## config.mk

```make
export PLATFORM = sky130hd
export DESIGN_NAME = button_counter_ctrl
export DESIGN_NICKNAME = d
export VERILOG_FILES = /design/src/rtl/button_pkg.sv /design/src/rtl/button_sync.sv /design/src/rtl/button_counter_ctrl.sv
export SDC_FILE = /design/constraint.sdc
export NUM_CORES = 1
export LEC_CHECK = 0
export ABC_AREA = 1
export CAP_MARGIN = 20
export CORE_MARGIN = 1
export CORE_UTILIZATION = 58
export DETAILED_ROUTE_END_ITERATION = 8
export PLACE_DENSITY = 0.8
export SLEW_MARGIN = 30
export SYNTH_ARGS = -nofsm -noshare
export SYNTH_HDL_FRONTEND = slang
export SYNTH_SLANG_ARGS = --single-unit
```

## constraint.sdc

```tcl
create_clock -name clk -period 1.95 [get_ports clk]
set_input_delay 0.585 -clock clk [delete_from_list [all_inputs] [get_ports clk]]
set_output_delay 0.585 -clock clk [all_outputs]
set_load 0.03 [all_outputs]
```

## src/rtl/button_pkg.sv

```systemverilog
// rtl/button_pkg.sv - shared types and default constants for the button counter controller
//
// Contents:
//   btn_state_t           press/release FSM state encoding
//   DEF_WIDTH             default counter / LED width
//   DEF_DEBOUNCE_CYCLES   default stable cycles needed to accept a level change
//   DEF_LONG_PRESS_CYCLES default hold duration that qualifies as a long press
package button_pkg;

  typedef enum logic [1:0] {
    IDLE        = 2'd0,
    DEB_PRESS   = 2'd1,
    PRESSED     = 2'd2,
    DEB_RELEASE = 2'd3
  } btn_state_t;

  localparam int DEF_WIDTH             = 4;
  localparam int DEF_DEBOUNCE_CYCLES   = 50000;
  localparam int DEF_LONG_PRESS_CYCLES = 25000000;

endpackage

```

## src/rtl/button_sync.sv

```systemverilog
// rtl/button_sync.sv - two-flop synchroniser for the asynchronous button level
//
// Ports:
//   clk  in   system clock
//   rst  in   synchronous active-high reset, clears both flops
//   d    in   asynchronous level
//   q    out  level synchronised to clk, two cycles behind d
module button_sync (
  input  logic clk,
  input  logic rst,
  input  logic d,
  output logic q
);

  logic meta;

  always_ff @(posedge clk) begin
    if (rst) begin
      meta <= 1'b0;
      q    <= 1'b0;
    end else begin
      meta <= d;
      q    <= meta;
    end
  end

endmodule

```

## src/rtl/button_counter_ctrl.sv

```systemverilog
// rtl/button_counter_ctrl.sv - debounced push-button controller driving the LED counter
//
// Optional feature macro: BUTTON_CTRL_LONGPRESS_EN
//   undefined: each accepted press increments the counter at press acceptance
//   defined:   action taken at release acceptance; a hold of at least
//              LONG_PRESS_CYCLES clears the counter instead of incrementing
//
// Ports:
//   clk          in   system clock, rising edge
//   rst          in   synchronous active-high reset
//   OUT          in   raw asynchronous button level, active-high
//   led          out  current count (WIDTH bits, wraps modulo 2^WIDTH)
//   press_pulse  out  one-cycle strobe per accepted increment
//   clear_pulse  out  one-cycle strobe per long-press clear (0 without the feature)
module button_counter_ctrl
  import button_pkg::*;
#(
  parameter int WIDTH             = DEF_WIDTH,
  parameter int DEBOUNCE_CYCLES   = DEF_DEBOUNCE_CYCLES,
  parameter int LONG_PRESS_CYCLES = DEF_LONG_PRESS_CYCLES
) (
  input  logic             clk,
  input  logic             rst,
  input  logic             OUT,
  output logic [WIDTH-1:0] led,
  output logic             press_pulse,
  output logic             clear_pulse
);

  localparam int DW = $clog2(DEBOUNCE_CYCLES + 1);
  localparam logic [DW-1:0] DEB_LAST = DW'(DEBOUNCE_CYCLES - 1);
  localparam logic [DW-1:0] DEB_ONE  = DW'(1);

  if (DEBOUNCE_CYCLES < 2 || LONG_PRESS_CYCLES <= DEBOUNCE_CYCLES) begin : g_bad_params
    $error("button_counter_ctrl: need DEBOUNCE_CYCLES >= 2 and LONG_PRESS_CYCLES > DEBOUNCE_CYCLES");
  end

  logic             s;
  btn_state_t       state, state_nx;
  logic [DW-1:0]    dcnt, dcnt_nx;
  logic [WIDTH-1:0] count, count_nx;
  logic             press_nx;

`ifdef BUTTON_CTRL_LONGPRESS_EN
  localparam int HW = $clog2(LONG_PRESS_CYCLES + 1);
  localparam logic [HW-1:0] HOLD_MAX = HW'(LONG_PRESS_CYCLES);

  logic [HW-1:0] hcnt, hcnt_nx, hcnt_inc;
  logic          clear_nx;

  // Hold timer saturates so very long holds never wrap back to "short".
  assign hcnt_inc = (hcnt >= HOLD_MAX) ? hcnt : hcnt + 1'b1;
`endif

  button_sync u_sync (
    .clk (clk),
    .rst (rst),
    .d   (OUT),
    .q   (s)
  );

  always_comb begin
    state_nx = state;
    dcnt_nx  = dcnt;
    count_nx = count;
    press_nx = 1'b0;
`ifdef BUTTON_CTRL_LONGPRESS_EN
    hcnt_nx  = hcnt;
    clear_nx = 1'b0;
`endif
    case (state)
      IDLE: begin
        if (s) begin
          state_nx = DEB_PRESS;
          dcnt_nx  = DEB_ONE;
        end
      end
      DEB_PRESS: begin
        if (!s) begin
          state_nx = IDLE;
        end else if (dcnt == DEB_LAST) begin
          state_nx = PRESSED;
`ifdef BUTTON_CTRL_LONGPRESS_EN
          hcnt_nx  = '0;
`else
          count_nx = count + 1'b1;
          press_nx = 1'b1;
`endif
        end else begin
          dcnt_nx = dcnt + 1'b1;
        end
      end
      PRESSED: begin
`ifdef BUTTON_CTRL_LONGPRESS_EN
        hcnt_nx = hcnt_inc;
`endif
        if (!s) begin
          state_nx = DEB_RELEASE;
          dcnt_nx  = DEB_ONE;
        end
      end
      DEB_RELEASE: begin
        // The hold keeps timing through release debounce, so a bounce on
        // release does not shorten the measured hold.
`ifdef BUTTON_CTRL_LONGPRESS_EN
        hcnt_nx = hcnt_inc;
`endif
        if (s) begin
          state_nx = PRESSED;
        end else if (dcnt == DEB_LAST) begin
          state_nx = IDLE;
`ifdef BUTTON_CTRL_LONGPRESS_EN
          if (hcnt >= HOLD_MAX) begin
            count_nx = '0;
            clear_nx = 1'b1;
          end else begin
            count_nx = count + 1'b1;
            press_nx = 1'b1;
          end
`endif
        end else begin
          dcnt_nx = dcnt + 1'b1;
        end
      end
      default: state_nx = IDLE;
    endcase
  end

  always_ff @(posedge clk) begin
    if (rst) begin
      state       <= IDLE;
      dcnt        <= '0;
      count       <= '0;
      press_pulse <= 1'b0;
    end else begin
      state       <= state_nx;
      dcnt        <= dcnt_nx;
      count       <= count_nx;
      press_pulse <= press_nx;
    end
  end

`ifdef BUTTON_CTRL_LONGPRESS_EN
  always_ff @(posedge clk) begin
    if (rst) begin
      hcnt        <= '0;
      clear_pulse <= 1'b0;
    end else begin
      hcnt        <= hcnt_nx;
      clear_pulse <= clear_nx;
    end
  end
`else
  assign clear_pulse = 1'b0;
`endif

  assign led = count;

endmodule
```

==> out/results.md, run 1 <==
| Parameter | Reported |
|:---|:---|
| Number of hold-slack violations in the final timing report | 0 |
| Type of element launching the critical path | flop |
| Total number of H-tree levels | 1 |
| Synth Cell Area | 0.00146 sq mm |
| Crit. path cell count | 1 |
| Post-CTS setup-driven buffer insertion count | 0 |
| Clock period minus worst slack | 1890 ps |
| Count of flip-flops with a built-in enable after synthesis | 0 |
| Via density per instance | 5.40 |
| Biggest cell delay along the critical path | 660 ps |
| Number of cells after detailed placement | 247 |
| Worst path cell trace | clkdlybuf4s50_1 |
| TritonCTS clock tree | done |
| Number of cell instances on the worst register-to-register path | 8 |
| Height of the chip | 52.2 um |
| Sequential area share after synthesis | 34.2% |
| Endpoint of the most critical setup path | press_pulse |
| Cell row count | 17 |
| HPWL after detailed placement | 2240 um |
| Overall Global Routing Usage | 23.8% |
| Number of buffers and inverters on the critical path | 1 |
| Number of buffers between clock root and the deepest sink | 2 |
| Crit share post-route | 96.9% |
| Vias | 1355 |
| Routability congestion estimate from global placement | 0.853 |
| Remaining Overflow, GRT | 0 |
| Clock skew after layout | 2.16 ps |
| Final Net Count | 229 |
| Number of fill cells | 197 |
| Element type at the critical path end | primary output |
| Status | finished clean |
| Critical register-to-register path startpoint | dcnt[1] |
| Core Footprint | 0.00230 sq mm |
| Total of flip-flops plus latches after synthesis | 25 |
| Num CTS Buffers | 3 |
| Setup slack, reg-to-reg | 280 ps |
| Number of instances in the synthesized netlist | 216 |
| Global-route wire length before repair | 4920 um |
| Source-to-sink clock delay at the later pin of the worst-skew pair | 310 ps |
| Total area of multi-input combinational cells | 805 sq um |
| Antenna violations before repair | 0 |
| Slowest stage cell on the critical path | clkdlybuf4s50_1 |
| Clk root buf | clkbuf_4 |
| Highest net fanout along the worst path | 1 |
| Final hold slack | 412 ps |
| Initial DRC count | 44 |
| Area enclosed by the die boundary | 0.00273 sq mm |
| Overall routed net length | 2930 um |
| Primary FF master, synth | dfxtp_1 |
| Floorplan die width | 52.2 um |
| WL per Instance | 11.7 um |
| Maximum ir drop on the vdd rail | 0.000354 V |
| Pre-antenna DRT Iters | 5 |
| Share of layout cells above drive strength 1 | 12.1% |
| Proportion of synthesized flip-flops having asynchronous set or reset | 0% |
| Diodes inserted | 0 |
| Worst EP required | 1360 ps |
| Non-filler cells in the finished layout | 251 |
| Final setup violation count | 0 |
| Worst Setup SP | press_pulse |
| Area occupied by registers | 500 sq um |
| Unrepaired setup endpoints after global routing | false |
| Post-layout total power | 0.780 mW |
| Max-slew violation count | 0 |
| IO Count | 9 |
| Highest Clock Rate | 529 MHz |
| Hold_buf cts | 0 |
| WP data arrival | 1300 ps |
| Final ANT Viol Nets | 0 |
| Area share of the leading cell type in the synthesized netlist | 34.2% |
| Clock transition at the registers of the reported paths | 130 ps |
| Type of the tightest min-delay check | flop to flop |
| Starting utilization of the core area | 63.7% |
| Max-cap violation count | 0 |
| P&R area growth vs syn | 6.24% |
| Most instantiated cells after synthesis | nand2_1, nor2_1, inv_1 |
| Vias in the first global route | 1231 |
| Area leader, netlist | dfxtp_1 |
| Residual DRC | 0 |
| Syn avg cell area | 6.78 sq um |
| Most frequently used cell type in the post-synthesis netlist | nand2_1 |
| Capturing point of the worst reg2reg path | led[1] |
| Number of buffers inserted by port buffering | 7 |
| Total clock sinks | 25 |
| Distinct cells, synth | 28 |
| Static Leak | 0.608 nW |
| Dominant delay contributor by cell family on the critical path | buffers and inverters |
| PwrDens | 501 mW/mm^2 |
| Critical setup path kind | flop to primary output |
| Synthesized net count | 221 |
| Top cells by area in the synthesized netlist | dfxtp_1, nand2_1, nor2_1 |
| Warning count from the yosys run | 0 |
| Maximum number of pins on one net before global-route repair | 18 |
| Summed negative setup slack over all endpoints | 0 ps |
[through the flow]
stage	setup WS, ps	utilization [%]	area, sq um
6_report	60.5	67.7	1560
5_1_grt	29.5	67.7	1560
4_1_cts	53.0	67.7	1560
3_5_place_dp	301	66.8	1530
3_3_place_gp	319	66.8	1530
2_1_floorplan	561	-	1460
[cell families (layout without fill, tap and decap cells)]
group,after synthesis,in the layout,synth area share [%]
flops,25,25,34.2
other cells,1,1,0.256
xor+xnor,6,6,3.59
fa+ha+maj,2,2,1.71
compound gates,20,20,9.06
buf+inv,35,42,10.9
simple gates,127,127,40.3
[worst min-delay path by stage]
stage                            from        to  depth (start not counted)
after floorplan           u_sync.meta  u_sync.q                          2
after global placement    u_sync.meta  u_sync.q                          2
after detailed placement  u_sync.meta  u_sync.q                          2
after CTS                 u_sync.meta  u_sync.q                          2
after global routing      u_sync.meta  u_sync.q                          2
final                     u_sync.meta  u_sync.q                          2
[flip-flops by register name, summed over array words and instances, names as in the netlist, named ones only]
signal and flops:
state 1, press_pulse 1, u_sync.meta 1, led 4
dcnt 16, u_sync.q 1
[area by class of cell]
cell class,instances,area share [%]
Multi-Input combinational cell,156,51.7
Sequential cell,25,32.2
Inverter,29,7.00
Timing Repair Buffer,9,5.15
Tap cell,28,2.25
Clock buffer,4,1.69
[metal layers]
layer | routed length (um) | vias to the layer above | global-route usage [%]
li1 | - | 694 | -
met1 | 1370 | 631 | 29.1
met2 | 1450 | 28 | 44.2
met3 | 100 | 2 | 2.61
met4 | 12 | 0 | 5.26
met5 | 0 | - | 0
[layout by cell type (no fill, tap or decap)]
master | Yosys | layout
buf_4 | 2 | 2
nor2_1 | 38 | 38
clkbuf_1 | 1 | 1
inv_1 | 28 | 28
nand4_1 | 10 | 10
nand3_4 | 1 | 1
nand2_1 | 52 | 52
nand3_2 | 3 | 3
nor3b_1 | 1 | 1
dlygate4sd2_1 | 0 | 4
o21ai_0 | 3 | 3
ha_1 | 2 | 2
xnor2_1 | 1 | 1
nor3_2 | 1 | 1
conb_1 | 1 | 1
nand2_2 | 3 | 3
clkdlybuf4s50_1 | 0 | 3
a211oi_1 | 1 | 1
a21oi_2 | 8 | 8
nor2_2 | 3 | 3
dfxtp_1 | 25 | 25
nor2_4 | 1 | 1
clkbuf_4 | 0 | 3
inv_2 | 1 | 1
nand3_1 | 13 | 13
a21oi_1 | 8 | 8
nand2_4 | 1 | 1
xor2_1 | 5 | 5
[where the power goes]
part / switching [mW] / leakage, nW / internal, mW / total (mW)
logic: 0.0267 / 0.391 / 0.0105 / 0.0372
clock network: 0.145 / 0.0150 / 0.0797 / 0.225
registers: 0.00332 / 0.202 / 0.514 / 0.518
[repair_timing]
action	4_1_cts	5_1_grt
hold endpoints to repair	0	0
setup endpoints to repair	4	0
resized for setup	4	0
No activity file was read; power rests on OpenSTA's default activity.
==> inputs of run 2 (changes only) <==
clock period = 1.8 ns   (was 1.95 ns; I/O delays follow)
==> run 2 against run 1 <==
Against the previous run:
- wire length decreased by 1.1%
- critical path depth unchanged
- via count decreased by 3.0%
- register-to-register slack got worse by 140 ps
- global-route usage increased by 0.67 points
- sequential power increased by 8.3%
- die area unchanged
- power increased by 9.1%
- design area increased by 0.64%
- flip-flop and latch count unchanged
- non-clock buffer count increased by 1
- first-iteration DRC count decreased by 30%
- critical endpoint is now led[1]
==> out/results.md, run 2 (synthesized netlist as in run 1, its figures left out) <==
| Parameter | Reported | Change |
|:---|:---|:---|
| Remaining Overflow, GRT | 0 | unchanged |
| Met3 Track Usage GR | 3.77% | +1.2 points |
| Diodes inserted | 0 | unchanged |
| Fraction of met2 tracks used by global routing | 43.8% | -0.43 points |
| Clock skew after layout | 3.46 ps | +1.30 ps |
| Global Route met1 Usage | 30.7% | +1.6 points |
| Routability congestion estimate from global placement | 0.810 | -5.0% |
| Post-layout total power | 0.851 mW | +9.1% |
| Initial DRC count | 31 | -30% |
| Sequential share of power | 66.0% | -0.4 points |
| Slowest stage cell on the critical path | dlygate4sd2_1 |  |
| Status | finished clean |  |
| WP data arrival | 1140 ps | -160 ps |
| Overall routed net length | 2900 um | -1.1% |
| Vias | 1315 | -3.0% |
| Height of the chip | 52.2 um | unchanged |
| Clock period minus worst slack | 1680 ps |  |
| Clock transition at the registers of the reported paths | 140 ps | about the same |
| Global-route wire length before repair | 5050 um | +2.7% |
| Overall Global Routing Usage | 24.5% | +0.67 points |
| TritonCTS clock tree | done |  |
| Final setup violation count | 0 | unchanged |
| Most flops, register | dcnt |  |
| Max reg flops | 16 | unchanged |
| Number of buffers between clock root and the deepest sink | 2 | unchanged |
| Number of buffers and inverters on the critical path | 1 | unchanged |
| Pre-antenna DRT Iters | 4 | -1 |
| Internal Dissipation | 0.652 mW | +7.8% |
| Max-cap violation count | 0 | unchanged |
| Highest Clock Rate | 596 MHz |  |
| Post-CTS setup-driven buffer insertion count | 0 | unchanged |
| Clk root buf | clkbuf_4 |  |
| Source-to-sink clock delay at the later pin of the worst-skew pair | 310 ps | about the same |
| NetSw | 0.199 mW | +14% |
| Antenna violations before repair | 0 | unchanged |
| Maximum ir drop on the vdd rail | 0.000441 V | +25% |
| Highest net fanout along the worst path | 4 | +3 |
| Dominant delay contributor by cell family on the critical path | buffers and inverters |  |
| Biggest cell delay along the critical path | 430 ps | -230 ps |
| Number of hold-slack violations in the final timing report | 0 | unchanged |
| Residual DRC | 0 | unchanged |
| Part of the total power dissipated in combinational logic | 4.8% | about the same |
| Starting utilization of the core area | 63.7% | unchanged |
| Num CTS Buffers | 3 | unchanged |
| Number of buffers inserted by port buffering | 7 | unchanged |
| Worst EP required | 1260 ps | -100 ps |
| Vias in the first global route | 1239 | +0.65% |
| Element type at the critical path end | primary output |  |
| PwrDens | 544 mW/mm^2 | +8.4% |
| Total clock sinks | 25 | unchanged |
| Summed negative setup slack over all endpoints | 0 ps | unchanged |
| Crit share post-route | 93.3% |  |
| Worst path cell trace | dlygate4sd2_1 |  |
| Max-slew violation count | 0 | unchanged |
| GRT busiest layer | met2 |  |
| Total number of H-tree levels | 1 | unchanged |
| Hold Path Cell Cnt | 2 | unchanged |
| Area enclosed by the die boundary | 0.00273 sq mm | unchanged |
| Static Leak | 0.619 nW | +1.9% |
| Cell row count | 17 | unchanged |
| Crit. path cell count | 1 | unchanged |
| Final Net Count | 230 | +0.44% |
| Clock network fraction of total power | 29.2% | +0.4 points |
| Setup slack, reg-to-reg | 140 ps | -140 ps |
| Net switching share of the total power | 23.4% | +0.96 points |
| IO Count | 9 | unchanged |
| P&R area growth vs syn | 6.92% |  |
| WL per Instance | 11.5 um | -1.5% |
| Final ANT Viol Nets | 0 | unchanged |
| Critical setup path kind | flop to primary output |  |
| Launch instance of the worst min-delay path | u_sync.meta |  |
| Core Footprint | 0.00230 sq mm | unchanged |
| Most frequent cells in the layout | nand2_1, nor2_1, inv_1 |  |
| Share of layout cells above drive strength 1 | 13.4% | +1.3 points |
| Critical register-to-register path startpoint | dcnt[1] |  |
| Type of the tightest min-delay check | flop to flop |  |
| Unrepaired setup endpoints after global routing | false |  |
| Floorplan die width | 52.2 um | unchanged |
| Maximum number of pins on one net before global-route repair | 18 | unchanged |
| Worst Setup SP | led[1] |  |
| Via density per instance | 5.22 | -3.3% |
| Type of element launching the critical path | flop |  |
| Number of cell instances on the worst register-to-register path | 8 | unchanged |
| HPWL after detailed placement | 2220 um | -0.62% |
| Most common library cell in the layout ignoring fill and taps | nand2_1 |  |
## run 2: power groups by stage
stage,clock network (mW),registers [mW],logic (mW)
4_1_cts,0.255,0.561,0.0408
3_5_place_dp,0,0.573,0.0409
2_1_floorplan,0,0.572,0.0330
3_3_place_gp,0,0.573,0.0398
6_report,0.248,0.561,0.0413
5_1_grt,0.281,0.562,0.0454
## run 2: timing repair
action	in CTS	in global routing
setup endpoints to repair	5	2
pin swaps	0	0
resized for setup	5	1
hold buffers	0	0
## run 2: per-layer routing
| layer | up-vias | part of all wire [%] | routed length [um] |
|---|---|---|---|
| met5 | - | 0 | 0 |
| met4 | 0 | 0.41 | 12 |
| met3 | 2 | 2.4 | 69 |
| met2 | 23 | 50 | 1450 |
| met1 | 596 | 47 | 1360 |
| li1 | 694 | - | - |
## run 2: area by class of cell
type,instances,area [sq um]
Clock buffer,3,22.5
Clock inverter,1,5.00
Fill cell,224,732
Timing Repair Buffer,10,86.3
Multi-Input combinational cell,156,807
Sequential cell,25,500
Inverter,29,109
Tap cell,28,35.0
## run 2: final timing paths
| kind | to |
|---|---|
| worst max-delay path | led[1] |
| worst min-delay path | u_sync.q |
| worst max register to register | dcnt[2] |
| worst min register to register | u_sync.q |
## run 2: stage by stage
step	worst slack [ps]	hold WS, ps	instances	cell area [sq um]	utilization [%]
floorplan	411	388	216	1460	-
global placement	216	391	248	1540	67.1
detailed placement	170	407	248	1540	67.1
CTS	112	426	252	1560	68.0
global route	7.78	448	252	1570	68.1
finish	121	423	252	1570	68.1
==> RTL change (flow settings as in run 2) <==
Build with the macro `BUTTON_CTRL_LONGPRESS_EN` defined.
--- a/src/rtl/button_counter_ctrl.sv
+++ b/src/rtl/button_counter_ctrl.sv
@@ -13,4 +13,6 @@
 //   press_pulse  out  one-cycle strobe per accepted increment
 //   clear_pulse  out  one-cycle strobe per long-press clear (0 without the feature)
+`define BUTTON_CTRL_LONGPRESS_EN
+
 module button_counter_ctrl
   import button_pkg::*;
Behaviour: same outputs for any inputs over 10 cycles, from zero or initial values and one cycle with rst high; that may be too few to reach the edited logic, so the function may still have changed.
==> RTL change against run 2 <==
- power grew 130%
- setup slack lost 47 ps
- synthesized cell count grew to 2.6 times the old value
- sequential share of layout area shrank 6.1 points
- area after synthesis grew 130%
- worst hold slack lost 12 ps
- design area grew to 2.5 times the old value
- sequential cell count grew 26
- wire length grew to 3.0 times the old value
- via count grew to 2.8 times the old value
- fmax shrank 2.7%
- non-clock buffer count grew 35
- largest cell class unchanged
==> RTL change: results <==
timing:
  fin_skew_ps: 3.69
logic_synthesis:
  avgSynthCellArea_sq_um: 6.12
  yosysUniqueCellTypes: 31
  synth_compound_area_share_pct: 11.3
  synth.yosys.seq_area_share_pct: 29.9
  synthTopCellsByArea: "dfxtp_1, nand2_1, nor2_1"
  synthXorXnorAreaFrac_pct: 0.257
  synthAdderAreaFrac_pct: 1.47
place:
  dpl.hpwl_mm: 6.23
  placed_area_sq_um: 3730
  dp_cells: 650
  dp_slack_ps: 29.6
  gp_congestion: 0.978
  io_buffers: 8
finish:
  nNonClkInverters: 60
  multi_input_area_sq_um: 2090
  regMostFlops: "hcnt"
  multi_input_cells: 427
  buffer_area_share_pct: 11.1
  largest_register_ffs: 25
  clkCellAreaFrac_pct: 2.49
  regArea_sq_um: 1030
  n_clock_buffer: 6
  buffers: 45
  nets: 597
critical_path:
  path_delay_family: "simple AND/OR/NAND/NOR gates"
  cp_max_fo: 14
  cp.arrival_ps: 1990
  slowest_delay_ps: 370
global_routing:
  grt_max_degree: 29
  grt.met2_usage_pct: 43.0
  grt_pass1_wl_mm: 14.0
drt:
  drt_iter0_drc: 304
  drt_wl_total_mm: 8.81
  wl_met2_mm: 3.79
  wl_met3_um: 803
power_and_ir_drop:
  power.density_nw_per_um2: 490
  p_leak_uw: 0.00143
die:
  die_area_sq_um: 6190
clock_network:
  htree_num_levels: 2
  clk_pin_slew_ps: 100
  root_buffer: "clkbuf_8"
status:
  status: "completed"
[RTL change: worst min-delay path, stage by stage (launching register included)]
cell and delay, ps:
dfxtp_1 310, inv_1 40, nor2_1 30
[RTL change: power groups by stage]
| stage | clock (uW) | combinational, uW | sequential [uW] |
|---|---|---|---|
| after detailed placement | 0 | 72.9 | 1160 |
| after global placement | 0 | 71.3 | 1160 |
| after floorplan | 0 | 47.1 | 1160 |
| after global routing | 780 | 83.4 | 1140 |
| after CTS | 748 | 72.8 | 1130 |
| final | 732 | 75.9 | 1140 |
[RTL change: repair_timing]
item / CTS / global route
endpoints found under the setup margin: 6 / 42
hold buffers: 0 / 0
gates resized for setup: 6 / 24
buffers inserted: 0 / 3
gates cloned: 0 / 2
pin swaps: 0 / 2
[RTL change: final timing paths]
kind	startpoint	end	slack, ps	cells after the start
setup / recovery	dcnt[0]	hcnt[15]	70	11
hold / removal	u_sync.meta	u_sync.q	410	2
hold reg to reg	u_sync.meta	u_sync.q	410	2
setup reg to reg	dcnt[0]	hcnt[15]	70	11
